--- config.mk ---
export PLATFORM = sky130hd
export DESIGN_NAME = count_driver_flat
export DESIGN_NICKNAME = d
export VERILOG_FILES = /design/src/rtl/count_driver_if.sv /design/src/rtl/count_driver.sv /design/src/flat_wrapper.sv
export SDC_FILE = /design/constraint.sdc
export NUM_CORES = 1
export LEC_CHECK = 0
export BUFFER_PORTS_ARGS = -buffer_cell sky130_fd_sc_hd__buf_4
export CAP_MARGIN = 5
export CORE_ASPECT_RATIO = 0.5
export CORE_UTILIZATION = 54
export DETAILED_ROUTE_END_ITERATION = 10
export GPL_ROUTABILITY_DRIVEN = 0
export HOLD_SLACK_MARGIN = 0.15
export PLACE_DENSITY = 0.79
export SETUP_SLACK_MARGIN = 0.2
export SYNTH_ARGS = -nofsm -noshare
export SYNTH_HDL_FRONTEND = slang
export SYNTH_SLANG_ARGS = --single-unit
--- constraint.sdc ---
create_clock -name clk_in -period 2.12 [get_ports clk_in]
set_input_delay 0.106 -clock clk_in [delete_from_list [all_inputs] [get_ports clk_in]]
set_output_delay 0.106 -clock clk_in [all_outputs]
set_load 0.01 [all_outputs]
--- src/rtl/count_driver_if.sv ---
// Command and counter-control bundle between count_driver and its command source / counter.
interface count_driver_if #(
   parameter int unsigned WIDTH     = 8,
   parameter int unsigned OVF_CNT_W = 8
);
   logic                 cmd_valid_in;
   logic                 cmd_ready_out;
   logic [1:0]           cmd_op_in;
   logic [WIDTH-1:0]     cmd_value_in;
   logic [WIDTH-1:0]     cmd_len_in;
   logic                 en_ctl_out;
   logic                 set_ctrl_out;
   logic                 up_ctrl_out;
   logic [WIDTH-1:0]     counter_val_out;
   logic [WIDTH-1:0]     counter_fb_in;
   logic                 ovf_fb_in;
   logic                 busy_out;
   logic                 done_out;
   logic                 err_out;
   logic [OVF_CNT_W-1:0] ovf_cnt_out;
   logic [WIDTH-1:0]     exp_out;

   // Driver side: consumes commands and counter feedback, drives controls and status.
   modport slave (
      input  cmd_valid_in, cmd_op_in, cmd_value_in, cmd_len_in,
      input  counter_fb_in, ovf_fb_in,
      output cmd_ready_out, en_ctl_out, set_ctrl_out, up_ctrl_out, counter_val_out,
      output busy_out, done_out, err_out, ovf_cnt_out, exp_out
   );

   // Command source / counter side.
   modport master (
      output cmd_valid_in, cmd_op_in, cmd_value_in, cmd_len_in,
      output counter_fb_in, ovf_fb_in,
      input  cmd_ready_out, en_ctl_out, set_ctrl_out, up_ctrl_out, counter_val_out,
      input  busy_out, done_out, err_out, ovf_cnt_out, exp_out
   );
endinterface

--- src/rtl/count_driver.sv ---
// Turns LOAD/UP/DOWN/HOLD commands into counter controls, shadows the expected
// count and flags any divergence of the counter feedback from that shadow.
module count_driver #(
   parameter int unsigned WIDTH     = 8,
   parameter int unsigned OVF_CNT_W = 8
) (
   input logic          clk_in,
   input logic          nrst_in,
   count_driver_if.slave bus
);

   localparam logic [1:0] OP_LOAD = 2'b00;
   localparam logic [1:0] OP_UP   = 2'b01;
   localparam logic [1:0] OP_DOWN = 2'b10;

   localparam logic [WIDTH-1:0]     VAL_MAX = '1;
   localparam logic [OVF_CNT_W-1:0] OVF_MAX = '1;

   typedef enum logic [1:0] {
      IDLE  = 2'd0,
      DRIVE = 2'd1,
      CHECK = 2'd2
   } state_t;

   state_t           state, state_nxt;
   logic [1:0]       op, op_nxt;
   logic [WIDTH-1:0] value, value_nxt;
   logic [WIDTH-1:0] step, step_nxt;
   logic             zero_len, zero_len_nxt;

   logic             en_nxt, set_nxt, up_nxt;
   logic [WIDTH-1:0] cval_nxt;
   logic             ready_nxt, busy_nxt, done_nxt, cmp_nxt;

   logic             en_q, set_q, up_q, ready_q, busy_q, done_q, cmp_valid;
   logic [WIDTH-1:0] cval_q;

   logic [WIDTH-1:0]     exp_q;
   logic                 exp_ovf;
   logic                 err_q;
   logic [OVF_CNT_W-1:0] ovf_cnt_q;

   // State register plus latched command and registered control/status outputs.
   always_ff @(posedge clk_in or negedge nrst_in) begin
      if (!nrst_in) begin
         state     <= IDLE;
         op        <= OP_LOAD;
         value     <= '0;
         step      <= '0;
         zero_len  <= 1'b0;
         en_q      <= 1'b0;
         set_q     <= 1'b0;
         up_q      <= 1'b0;
         cval_q    <= '0;
         ready_q   <= 1'b1;
         busy_q    <= 1'b0;
         done_q    <= 1'b0;
         cmp_valid <= 1'b0;
      end else begin
         state     <= state_nxt;
         op        <= op_nxt;
         value     <= value_nxt;
         step      <= step_nxt;
         zero_len  <= zero_len_nxt;
         en_q      <= en_nxt;
         set_q     <= set_nxt;
         up_q      <= up_nxt;
         cval_q    <= cval_nxt;
         ready_q   <= ready_nxt;
         busy_q    <= busy_nxt;
         done_q    <= done_nxt;
         cmp_valid <= cmp_nxt;
      end
   end

   // Next-state: accept in IDLE, count steps in DRIVE, one compare cycle in CHECK.
   always_comb begin
      state_nxt    = state;
      op_nxt       = op;
      value_nxt    = value;
      step_nxt     = step;
      zero_len_nxt = zero_len;
      unique case (state)
         IDLE: begin
            if (bus.cmd_valid_in) begin
               op_nxt    = bus.cmd_op_in;
               value_nxt = bus.cmd_value_in;
               if (bus.cmd_op_in == OP_LOAD) begin
                  step_nxt     = WIDTH'(1);
                  zero_len_nxt = 1'b0;
                  state_nxt    = DRIVE;
               end else if (bus.cmd_len_in == '0) begin
                  step_nxt     = '0;
                  zero_len_nxt = 1'b1;
                  state_nxt    = CHECK;
               end else begin
                  step_nxt     = bus.cmd_len_in;
                  zero_len_nxt = 1'b0;
                  state_nxt    = DRIVE;
               end
            end
         end
         DRIVE: begin
            step_nxt = step - WIDTH'(1);
            if (step == WIDTH'(1)) begin
               state_nxt = CHECK;
            end
         end
         CHECK: begin
            state_nxt = IDLE;
         end
         default: begin
            state_nxt = IDLE;
         end
      endcase
   end

   // Output decode from the upcoming state so controls are valid the cycle after the edge.
   always_comb begin
      en_nxt    = 1'b0;
      set_nxt   = 1'b0;
      up_nxt    = 1'b0;
      cval_nxt  = '0;
      ready_nxt = (state_nxt == IDLE);
      busy_nxt  = (state_nxt != IDLE);
      done_nxt  = (state == CHECK);
      cmp_nxt   = (state == DRIVE) || ((state == CHECK) && zero_len);
      if (state_nxt == DRIVE) begin
         if (op_nxt == OP_LOAD) begin
            set_nxt  = 1'b1;
            cval_nxt = value_nxt;
         end else if ((op_nxt == OP_UP) || (op_nxt == OP_DOWN)) begin
            en_nxt = 1'b1;
            up_nxt = (op_nxt == OP_UP);
         end
      end
   end

   // Shadow counter: same update rule as the counter, from the controls it sees.
   always_ff @(posedge clk_in or negedge nrst_in) begin
      if (!nrst_in) begin
         exp_q   <= '0;
         exp_ovf <= 1'b0;
      end else if (set_q) begin
         exp_q   <= cval_q;
         exp_ovf <= 1'b0;
      end else if (en_q) begin
         if (up_q) begin
            exp_q   <= exp_q + WIDTH'(1);
            exp_ovf <= (exp_q == VAL_MAX);
         end else begin
            exp_q   <= exp_q - WIDTH'(1);
            exp_ovf <= (exp_q == '0);
         end
      end else begin
         exp_ovf <= 1'b0;
      end
   end

   // Sticky mismatch flag, evaluated one cycle after each driven step.
   always_ff @(posedge clk_in or negedge nrst_in) begin
      if (!nrst_in) begin
         err_q <= 1'b0;
      end else if (cmp_valid && ((bus.counter_fb_in != exp_q) || (bus.ovf_fb_in != exp_ovf))) begin
         err_q <= 1'b1;
      end
   end

   // Saturating count of cycles with counter overflow feedback.
   always_ff @(posedge clk_in or negedge nrst_in) begin
      if (!nrst_in) begin
         ovf_cnt_q <= '0;
      end else if (bus.ovf_fb_in && (ovf_cnt_q != OVF_MAX)) begin
         ovf_cnt_q <= ovf_cnt_q + OVF_CNT_W'(1);
      end
   end

   assign bus.cmd_ready_out   = ready_q;
   assign bus.en_ctl_out      = en_q;
   assign bus.set_ctrl_out    = set_q;
   assign bus.up_ctrl_out     = up_q;
   assign bus.counter_val_out = cval_q;
   assign bus.busy_out        = busy_q;
   assign bus.done_out        = done_q;
   assign bus.err_out         = err_q;
   assign bus.ovf_cnt_out     = ovf_cnt_q;
   assign bus.exp_out         = exp_q;

endmodule

--- src/flat_wrapper.sv ---
// flat-port wrapper written by rule: the top's interface ports become plain ports
module count_driver_flat 
#(
   parameter int unsigned WIDTH     = 8,
   parameter int unsigned OVF_CNT_W = 8
)
  (clk_in, nrst_in, bus_cmd_valid_in, bus_cmd_op_in, bus_cmd_value_in, bus_cmd_len_in, bus_counter_fb_in, bus_ovf_fb_in, bus_cmd_ready_out, bus_en_ctl_out, bus_set_ctrl_out, bus_up_ctrl_out, bus_counter_val_out, bus_busy_out, bus_done_out, bus_err_out, bus_ovf_cnt_out, bus_exp_out);
  count_driver_if #(.WIDTH(WIDTH), .OVF_CNT_W(OVF_CNT_W)) bus_i ();
  input logic clk_in;
  input logic nrst_in;
  input wire logic [$bits(bus_i.cmd_valid_in)-1:0] bus_cmd_valid_in;
  input wire logic [$bits(bus_i.cmd_op_in)-1:0] bus_cmd_op_in;
  input wire logic [$bits(bus_i.cmd_value_in)-1:0] bus_cmd_value_in;
  input wire logic [$bits(bus_i.cmd_len_in)-1:0] bus_cmd_len_in;
  input wire logic [$bits(bus_i.counter_fb_in)-1:0] bus_counter_fb_in;
  input wire logic [$bits(bus_i.ovf_fb_in)-1:0] bus_ovf_fb_in;
  output wire logic [$bits(bus_i.cmd_ready_out)-1:0] bus_cmd_ready_out;
  output wire logic [$bits(bus_i.en_ctl_out)-1:0] bus_en_ctl_out;
  output wire logic [$bits(bus_i.set_ctrl_out)-1:0] bus_set_ctrl_out;
  output wire logic [$bits(bus_i.up_ctrl_out)-1:0] bus_up_ctrl_out;
  output wire logic [$bits(bus_i.counter_val_out)-1:0] bus_counter_val_out;
  output wire logic [$bits(bus_i.busy_out)-1:0] bus_busy_out;
  output wire logic [$bits(bus_i.done_out)-1:0] bus_done_out;
  output wire logic [$bits(bus_i.err_out)-1:0] bus_err_out;
  output wire logic [$bits(bus_i.ovf_cnt_out)-1:0] bus_ovf_cnt_out;
  output wire logic [$bits(bus_i.exp_out)-1:0] bus_exp_out;
  assign bus_i.cmd_valid_in = bus_cmd_valid_in;
  assign bus_i.cmd_op_in = bus_cmd_op_in;
  assign bus_i.cmd_value_in = bus_cmd_value_in;
  assign bus_i.cmd_len_in = bus_cmd_len_in;
  assign bus_i.counter_fb_in = bus_counter_fb_in;
  assign bus_i.ovf_fb_in = bus_ovf_fb_in;
  assign bus_cmd_ready_out = bus_i.cmd_ready_out;
  assign bus_en_ctl_out = bus_i.en_ctl_out;
  assign bus_set_ctrl_out = bus_i.set_ctrl_out;
  assign bus_up_ctrl_out = bus_i.up_ctrl_out;
  assign bus_counter_val_out = bus_i.counter_val_out;
  assign bus_busy_out = bus_i.busy_out;
  assign bus_done_out = bus_i.done_out;
  assign bus_err_out = bus_i.err_out;
  assign bus_ovf_cnt_out = bus_i.ovf_cnt_out;
  assign bus_exp_out = bus_i.exp_out;
  count_driver #(.WIDTH(WIDTH), .OVF_CNT_W(OVF_CNT_W)) u_core (.clk_in(clk_in), .nrst_in(nrst_in), .bus(bus_i));
endmodule
Word-level counts from Yosys, hierarchy flattened
Index checks and enable logic that the tools add are counted.
{"block": "classes", "n_bitwise": 0, "n_reduce_logical": 17, "addsub": 4, "muxes": 31, "order_cmp": 0, "n_eq_ne": 11, "n_mul": 0, "shifts": 0, "div_mod_pow": 0}
{"op": "2-to-1 mux 8 bit", "count": 10}
{"op": "adder 8 x 1 -> 8 bit (second input constant)", "count": 2}
{"op": "logical NOT 8 bit", "count": 2}
{"op": "case mux 8 bit (2 select lines)", "count": 1}
{"op": "subtractor 8 x 1 -> 8 bit (second input constant)", "count": 2}
{"op": "2-to-1 mux 1 bit", "count": 13}
{"op": "2-to-1 mux 2 bit", "count": 6}
{"op": "== test 8 x 1 -> 1 bit (second input constant)", "count": 1}
{"op": "== test 8 bit (second input constant)", "count": 1}
{"op": "logical NOT 2 bit", "count": 4}
{"op": "!= test 8 bit", "count": 1}
{"op": "!= test 8 bit (second input constant)", "count": 1}
{"op": "== test 2 x 1 -> 1 bit (second input constant)", "count": 3}
{"op": "nonzero test 2 bit", "count": 3}
{"op": "== test 2 bit (second input constant)", "count": 2}
{"op": "case mux 2 bit (2 select lines)", "count": 1}
{"op": "AND reduction 2 bit", "count": 2}
{"op": "logical AND 1 bit", "count": 3}
{"op": "logical OR 1 bit", "count": 3}
{"op": "!= test 2 bit (second input constant)", "count": 1}
{"op": "!= test 1 bit", "count": 1}
{"block": "word_totals", "memories": 0, "mem_bits_rw": 0, "rom_bits": 0, "input_bits": 30, "latch_bits": 0, "regBits": 54}

Logic depth before layout (Yosys ltp)
Gate-level depths: netlist of the first run.
{"block": "logic_depth", "word_depth": 7, "mapped_depth": 7, "ltp_nobuf": 7}

Worst setup path after synthesis of the first run
No wires, ideal clock.
{"block": "synth_path", "path_type": "reg2reg", "from": "register u_core.up_q (netlist: u_core.bus.up_ctrl_out)", "to": "register u_core.exp_q[6] (netlist: u_core.bus.exp_out[6])", "t_arrival_ns": 1.907, "setup_time_ns": 0.131, "path_buffers": 0, "path_slack_ns": 0.082, "path_stages_with_launch": 8, "period_less_slack_ns": 2.038, "cell_sequence": "dfrtp_1 > inv_1 > fa_1 > a211oi_1 > o21bai_1 > a21oi_1 > nor4b_1 > or3_1"}
{"block": "synth_between", "elab_chain_cells": 3}
{"item": "start, declared", "line": "count_driver.sv:35", "text": "logic en_q, set_q, up_q, ready_q, busy_q, done_q, cmp_valid;"}
{"item": "start signal, assigned", "line": "count_driver.sv:67", "text": "up_q <= up_nxt;"}
{"item": "2-to-1 mux 8 bit", "line": "count_driver.sv:148", "text": "if (up_q) begin"}
{"item": "2-to-1 mux 8 bit", "line": "count_driver.sv:147", "text": "end else if (en_q) begin"}
{"item": "2-to-1 mux 8 bit", "line": "count_driver.sv:144", "text": "end else if (set_q) begin"}
{"item": "end signal, assigned", "line": "count_driver.sv:145", "text": "exp_q <= cval_q;"}
{"item": "end signal, assigned", "line": "count_driver.sv:149", "text": "exp_q <= exp_q + WIDTH'(1);"}
{"item": "end signal, assigned", "line": "count_driver.sv:152", "text": "exp_q <= exp_q - WIDTH'(1);"}
{"item": "end, declared", "line": "count_driver.sv:38", "text": "logic [WIDTH-1:0] exp_q;"}
Every way passes these cells. The select of a mux whose other input is x is not followed.
A chain may end at the register's enable or synchronous reset.

Worst setup path after layout of the first run
Ends and elaborated chain as after synthesis.

==> results of run 1 <==
[stage by stage]
step                area, um2  util [%]  instances  setup WS, ns  hold WS, ns
floorplan                2780         -        275         0.238       -0.190
global route             3830      82.2        447         0.135        0.195
CTS                      3710      79.6        437         0.176        0.190
global placement         3370      72.4        407         0.181        0.181
finish                   3830      82.2        447         0.217        0.182
detailed placement       3370      72.4        407         0.110        0.184
[power by group]
part | switching (mW) | internal (mW)
combinational | 1.50 | 1.57
clock | 0.340 | 0.353
sequential | 0.443 | 1.47
[cells in the mapped netlist, types with 2 or more instances]
cell / instances / area share [%]
xor2_1: 9 / 2.9
clkbuf_1: 5 / 0.68
o311ai_0: 2 / 0.63
a21oi_1: 17 / 3.1
o21ai_0: 9 / 1.6
nor2b_1: 3 / 0.68
nand2_1: 40 / 5.4
a311oi_1: 2 / 0.63
nand3_1: 9 / 1.6
nor2_1: 19 / 2.6
or3_1: 2 / 0.45
ha_1: 11 / 5.0
a211oi_1: 2 / 0.54
mux2_2: 4 / 1.6
or2_2: 2 / 0.45
inv_1: 9 / 1.2
nor3_1: 7 / 1.3
nand2b_1: 3 / 0.68
nand4_1: 5 / 1.1
nor4_1: 5 / 1.1
o21a_1: 2 / 0.54
and2b_1: 2 / 0.54
a31oi_1: 2 / 0.45
a21oi_2: 8 / 2.5
dfrtp_1: 53 / 48
o22ai_1: 2 / 0.45
xnor2_1: 10 / 3.2
a21o_1: 5 / 1.4
and3_1: 3 / 0.68
mux2i_1: 3 / 1.1
[sequential cells by signal, summed over array words and instances, names as in the netlist, 2 cells and up]
name                        count
u_core.bus.ovf_cnt_out          8
u_core.step                     8
u_core.state                    2
u_core.bus.counter_val_out      8
u_core.bus.exp_out              8
u_core.value                    8
u_core.op                       2
[layer usage]
metal  vias up  track usage (%)  routed length [um]
met2        82             43.6                3200
li1       1180                -                   -
met3         8             7.07                 391
met5         -                0                   0
met4         0             8.45                  68
met1      1199             35.1                3040
[path summary, 6_finish.rpt]
| path | to | slack, ns | cells after the start |
|---|---|---|---|
| setup / recovery | u_core.bus.exp_out[6] | 0.22 | 7 |
| hold / removal | u_core.op[1] | 0.18 | 4 |
| setup reg to reg | u_core.bus.exp_out[6] | 0.22 | 7 |
| hold reg to reg | u_core.bus.err_out | 0.46 | 1 |
| max in group asynchronous | u_core.state[1] | 1.27 | 2 |
| min in group asynchronous | u_core.bus.exp_out[1] | 0.36 | 2 |
[layout make-up]
cell class / instances / area [um2] / share of cell area [%]
well taps: 66 / 82.6 / 2.16
multi-input cells: 204 / 1400 / 36.4
repair buffers: 105 / 841 / 22.0
clock buffers: 6 / 72.6 / 1.90
inverters: 10 / 40.0 / 1.05
clock inverters: 2 / 37.5 / 0.981
flip-flops and latches: 54 / 1360 / 35.5
[repair_timing]
action / in CTS / in global routing
pin swaps: 1 / 8
gates resized for setup: 5 / 13
hold buffers: 18 / 0
buffers inserted: 4 / 10
endpoints found under the setup margin: 4 / 9
hold endpoints to repair: 80 / 0
[kinds of logic after synthesis]
family                   count (synthesis)  synth area share [%]
XOR/XNOR                                19                  6.02
flip-flops                              54                  48.9
adder cells (fa/ha/maj)                 12                  5.70
multiplexers                             7                  2.71
buffers and inverters                   17                  2.58
AO/OA/AOI/OAI                           58                  14.3
AND/OR/NAND/NOR                        108                  19.8
[tightest hold or removal path: stages]
cell	delay [ns]
buf_4	0.10
mux2i_2	0.07
buf_4	0.14
inv_1	0.05
==> impl_metrics.sql, run 1 <==
INSERT INTO impl_metrics (metric_group, metric, value, unit) VALUES
('power_and_ir_drop', 'p_leak', '1.79', 'nW'),
('synthesis', 'syn_avg_cell_area', '10.1', 'um2'),
('floorplan', 'placeableCoreArea', '4660', 'um2'),
('timing', 'setup_viol', '0', ''),
('routing', 'wirelength', '6.70', 'mm'),
('final_layout', 'num_antenna_cells', '0', ''),
('place', 'io_buffers', '60', ''),
('routing', 'route.detailed.vias_per_inst', '5.52', ''),
('setup_path', 'critical_path_data_required_time', '2.32', 'ns'),
('clock_tree', 'cell_chosen_for_the_clock_root', 'clkbuf_8', ''),
('routing', 'post-route-drc-count', '0', ''),
('timing', 'final.setup_skew', '0.00610', 'ns'),
('routing', 'drt_iter0_markers', '101', ''),
('flow_run', 'max-cap-violations', '0', ''),
('timing', 'timing.setup.tns', '0', 'ns'),
('floorplan', 'floorplan.rows', '17', ''),
('final_layout', 'mostFrequentLayoutCells', 'buf_4 (85), dfrtp_1 (48), nand2_1 (40), nor2_1 (19), dlygate4sd3_1 (18)', ''),
('setup_path', 'worst-path-max-fanout', '7', ''),
('final_layout', 'drive_above_1_share', '34.4', '%'),
('floorplan', 'initial_core_util', '59.4', '%'),
('timing', 'max_freq', '526', 'MHz'),
('timing', 'period_utilization_post_route', '89.7', '%'),
('synthesis', 'total_standard_cell_area_after_synthesis', '2770', 'um2'),
('floorplan', 'die-area', '5430', 'um2'),
('global_route', 'grt_first_pass_wirelength', '10.6', 'mm'),
('routing', 'vias_post_dr', '2469', ''),
('timing', 'fin_crit', '1.90', 'ns'),
('timing', 'slew_violations', '0', ''),
('global_route', 'first_global_vias', '2280', ''),
('outcome', 'status', 'finished, final reports clean', ''),
('setup_path', 'critPathTopFamily', 'compound AO/OA/AOI/OAI gates', ''),
('timing', 'tightestPinTransition', '0.669', 'ns'),
('synthesis', 'async_flop_share', '100', '%'),
('synthesis', 'post_synthesis_cell_type_count', '50', ''),
('floorplan', 'io_pins', '61', ''),
('global_route', 'grt_max_degree', '55', ''),
('global_route', 'antenna_found_initial', '0', ''),
('synthesis', 'synthFlopType', 'dfrtp_1', ''),
('routing', 'drt_pass1_iterations', '4', ''),
('hold_path', 'hold_class', 'in -> reg', ''),
('floorplan', 'die_y', '52.6', 'um'),
('synthesis', 'seq_area_frac_synth', '48.9', '%'),
('floorplan', 'die_x', '103', 'um'),
('clock_tree', 'cts_made_buffers', '5', ''),
('global_route', 'globalRouteTotalUtil', '26.7', '%'),
('power_and_ir_drop', 'vdd_ir_drop_max', '706', 'uV'),
('setup_path', 'crit_path_end_kind', 'register', ''),
('hold_path', 'critical_hold_path_startpoint', 'bus_cmd_op_in[1]', ''),
('setup_path', 'worstPathCellList', 'inv_4 > fa_2 > a211oi_2 > o21bai_1 > a21oi_2 > nor4b_1 > or3_1', ''),
('global_route', 'gr_overflow_total', '0', ''),
('synthesis', 'netlist_instances', '275', ''),
('setup_path', 'rr_startpoint', 'u_core.bus.up_ctrl_out', ''),
('setup_path', 'number_of_buffers_and_inverters_on_the_critical_path', '1', ''),
('routing', 'ant_nets', '0', ''),
('clock_tree', 'clkTransAtPathRegs', '0.10', 'ns'),
('final_layout', 'layout.cells.most_common', 'buf_4', ''),
('final_layout', 'area.growth.synth_to_final', '38.4', '%'),
('clock_tree', 'clock_tree.htree_level_count', '2', ''),
('clock_tree', 'clock_tree_from_tritoncts', 'yes', ''),
('timing', 'hold_viol', '0', ''),
('synthesis', 'synth_edf_count', '0', ''),
('clock_tree', 'clk-insertion-delay-late', '0.31', 'ns'),
('setup_path', 'path_class', 'reg -> reg', ''),
('routing', 'post_drt_wl_per_cell', '15.0', 'um'),
('synthesis', 'postSynthNetCount', '317', ''),
('power_and_ir_drop', 'total_power', '5.68', 'mW'),
('setup_path', 'cpPeakStageDelay', '0.42', 'ns'),
('synthesis', 'synth.yosys.warnings', '0', ''),
('timing', 'setup_repair_after_global_routing_missed_its_margin', 'true', ''),
('clock_tree', 'cts.path.max_buffers', '2', ''),
('final_layout', 'filler_cell_count', '285', ''),
('synthesis', 'synth_seq_cells', '54', ''),
('setup_path', 'crit_startpoint', 'u_core.bus.up_ctrl_out', ''),
('place', 'place.detailed.hpwl', '4.50', 'mm'),
('setup_path', 'cp_data_arrival_time', '2.10', 'ns'),
('setup_path', 'start_kind', 'register', ''),
('clock_tree', 'clock-sinks', '54', ''),
('timing', 'slew_headroom', '55.4', '%'),
('final_layout', 'nNetsFinal', '422', ''),
('setup_path', 'crit_slowest_cell', 'fa_2', ''),
('power_and_ir_drop', 'power_density_normalized_to_cell_area', '1480', 'nW/um2');
Note: power is estimated with default switching activity, not from simulation.
==> run 2, diff against run 1 <==
ABC_AREA = 1   (was not set)
CORE_UTILIZATION = 55   (was 54)
PLACE_DENSITY = 0.8   (was 0.79)
==> impl_metrics.sql, run 2 <==
INSERT INTO impl_metrics (metric_group, metric, value, unit) VALUES
('outcome', 'status', 'finished, final reports clean', ''),
('timing', 'fin_worst_hold_slack', '0.211', 'ns'),
('clock_tree', 'clkTransAtPathRegs', '0.09', 'ns'),
('timing', 'final.setup_skew', '0.0142', 'ns'),
('power_and_ir_drop', 'power_density_normalized_to_cell_area', '1370', 'nW/um2'),
('setup_path', 'critical_path_data_required_time', '2.34', 'ns'),
('final_layout', 'layout.cells.most_common', 'nand2_1', ''),
('synthesis', 'total_standard_cell_area_after_synthesis', '3050', 'um2'),
('setup_path', 'start_kind', 'register', ''),
('setup_path', 'rr_startpoint', 'u_core.state[1]', ''),
('final_layout', 'mostFrequentLayoutCells', 'nand2_1 (96), buf_4 (61), dfrtp_1 (53), inv_1 (33), nor2_1 (23)', ''),
('synthesis', 'postSynthNetCount', '406', ''),
('synthesis', 'top_cells_by_instance_count_after_synthesis', 'nand2_1 (96), dfrtp_1 (53), inv_1 (33)', ''),
('routing', 'route.detailed.vias_per_inst', '5.17', ''),
('timing', 'setup_repair_after_global_routing_missed_its_margin', 'false', ''),
('global_route', 'antenna_found_initial', '0', ''),
('clock_tree', 'cell_chosen_for_the_clock_root', 'clkbuf_8', ''),
('floorplan', 'initial_core_util', '59.4', '%'),
('power_and_ir_drop', 'total_power', '5.24', 'mW'),
('clock_tree', 'cts_setup_buffers', '0', ''),
('setup_path', 'cp_data_arrival_time', '1.97', 'ns'),
('synthesis', 'synthDominantCellAreaShare', '43.5', '%'),
('timing', 'setup_viol', '0', ''),
('synthesis', 'synthFlopType', 'dfrtp_1', ''),
('timing', 'slew_violations', '0', ''),
('floorplan', 'die_x', '107', 'um'),
('global_route', 'gr_overflow_total', '0', ''),
('place', 'place_worst_setup_slack', '0.309', 'ns'),
('global_route', 'grt_first_pass_wirelength', '11.4', 'mm'),
('floorplan', 'die_y', '54.6', 'um'),
('global_route', 'globalRouteTotalUtil', '25.9', '%'),
('clock_tree', 'clock-sinks', '54', ''),
('routing', 'wirelength', '6.96', 'mm'),
('timing', 'slew_headroom', '55.2', '%'),
('flow_run', 'max-cap-violations', '0', ''),
('synthesis', 'async_flop_share', '100', '%'),
('synthesis', 'syn_avg_cell_area', '8.37', 'um2'),
('hold_path', 'hold_class', 'in -> reg', ''),
('final_layout', 'area.growth.synth_to_final', '25.7', '%'),
('clock_tree', 'cts_made_buffers', '5', ''),
('timing', 'fin_crit', '1.75', 'ns'),
('floorplan', 'io_pins', '61', ''),
('setup_path', 'worst-path-max-fanout', '11', ''),
('global_route', 'grt_max_degree', '55', ''),
('place', 'place.detailed.hpwl', '5.07', 'mm'),
('clock_tree', 'clk-insertion-delay-late', '0.30', 'ns'),
('routing', 'ant_nets', '0', ''),
('final_layout', 'area.sequential', '1350', 'um2'),
('floorplan', 'floorplan.rows', '18', ''),
('routing', 'drt_pass1_iterations', '5', ''),
('synthesis', 'synth_most_common_cell', 'nand2_1', ''),
('setup_path', 'path_class', 'reg -> reg', ''),
('synthesis', 'netlist_instances', '364', ''),
('clock_tree', 'clock_tree_from_tritoncts', 'yes', ''),
('hold_path', 'critical_hold_path_startpoint', 'bus_cmd_len_in[3]', ''),
('timing', 'period_utilization_post_route', '82.5', '%'),
('global_route', 'first_global_vias', '2544', ''),
('clock_tree', 'clock_tree.htree_level_count', '2', ''),
('clock_tree', 'cts.path.max_buffers', '2', ''),
('timing', 'timing.setup.tns', '0', 'ns'),
('place', 'io_buffers', '60', ''),
('power_and_ir_drop', 'vdd_ir_drop_max', '684', 'uV'),
('final_layout', 'drive_above_1_share', '24.1', '%'),
('timing', 'hold_viol', '0', ''),
('power_and_ir_drop', 'p_leak', '1.95', 'nW'),
('final_layout', 'finalCoreUtilization', '74.6', '%'),
('final_layout', 'filler_cell_count', '378', ''),
('synthesis', 'synth_top_area_cells', 'dfrtp_1 (44%), nand2_1 (12%), ha_1 (4.5%)', ''),
('floorplan', 'placeableCoreArea', '5130', 'um2'),
('synthesis', 'synth_seq_cells', '54', ''),
('routing', 'drt_iter0_markers', '143', ''),
('timing', 'max_freq', '572', 'MHz'),
('final_layout', 'num_antenna_cells', '0', ''),
('timing', 'post-route-worst-setup-slack', '0.371', 'ns'),
('setup_path', 'crit_path_end_kind', 'register', ''),
('synthesis', 'synth_edf_count', '0', ''),
('floorplan', 'die-area', '5860', 'um2'),
('setup_path', 'crit_startpoint', 'u_core.state[1]', ''),
('routing', 'vias_post_dr', '2656', ''),
('timing', 'tightestPinTransition', '0.672', 'ns'),
('final_layout', 'multi_input_area', '1480', 'um2'),
('final_layout', 'nNetsFinal', '485', ''),
('routing', 'post-route-drc-count', '0', ''),
('routing', 'post_drt_wl_per_cell', '13.5', 'um'),
('synthesis', 'seq_area_frac_synth', '44.4', '%'),
('synthesis', 'synth.yosys.warnings', '0', ''),
('synthesis', 'yosysTopAreaCell', 'dfrtp_1', ''),
('synthesis', 'post_synthesis_cell_type_count', '41', '');
[run 2: cells by family after synthesis]
kind of cell | share of synthesized area, %
AND/OR/NAND/NOR | 27.6
AO/OA/AOI/OAI | 11.0
flip-flops | 44.4
buffers and inverters | 7.27
XOR/XNOR | 4.60
adder cells (fa/ha/maj) | 5.17
[run 2: worst paths after layout]
| check | to | slack, ns | cells after the start |
|---|---|---|---|
| min in group asynchronous | u_core.bus.err_out | 0.38 | 2 |
| max in group asynchronous | u_core.zero_len | 1.29 | 2 |
| min | u_core.step[3] | 0.21 | 5 |
| max | u_core.bus.counter_val_out[3] | 0.37 | 8 |
| max reg2reg | u_core.bus.counter_val_out[3] | 0.37 | 8 |
| min reg2reg | u_core.bus.err_out | 0.43 | 2 |
[run 2: routing by layer]
| layer | global-route usage, % | vias to the layer above | part of all wire [%] |
|---|---|---|---|
| met5 | 0 | - | 0 |
| met4 | 4.79 | 0 | 0.49 |
| met3 | 4.76 | 4 | 4.4 |
| met2 | 48.0 | 63 | 49 |
| met1 | 32.8 | 1251 | 46 |
| li1 | - | 1338 | - |
[run 2: report_power, final]
group / internal, mW / total [mW] / leakage [nW] / switching, mW
sequential: 1.43 / 1.86 / 0.670 / 0.427
combinational: 1.16 / 2.71 / 1.23 / 1.56
clock: 0.354 / 0.671 / 0.0524 / 0.317
total: 2.94 / 5.24 / 1.95 / 2.30
[run 2: through the flow]
stage	instance area [um2]	std cells
2_1_floorplan	3050	364
3_3_place_gp	3520	486
3_5_place_dp	3520	486
4_1_cts	3820	514
5_1_grt	3830	514
6_report	3830	514
[run 2: area by class of cell]
type | instances | area share, %
clock buffers | 7 | 1.99
clock inverters | 1 | 0.784
inverters | 39 | 3.82
multi-input cells | 262 | 38.6
flip-flops and latches | 54 | 35.3
well taps | 70 | 2.29
repair buffers | 81 | 17.2
[run 2: worst max-delay path, stage by stage, from the launching register on]
cell,delay [ns]
dfrtp_1,0.40
inv_2,0.10
nand2_4,0.07
nor2_4,0.22
inv_2,0.16
o21ai_2,0.21
ha_2,0.30
nand2_1,0.07
a21oi_1,0.14
[run 2: repair_timing]
action,CTS,global route
hold buffers,20,0
endpoints found under the hold margin,78,0
setup endpoints to repair,0,10
gates resized for setup,0,2
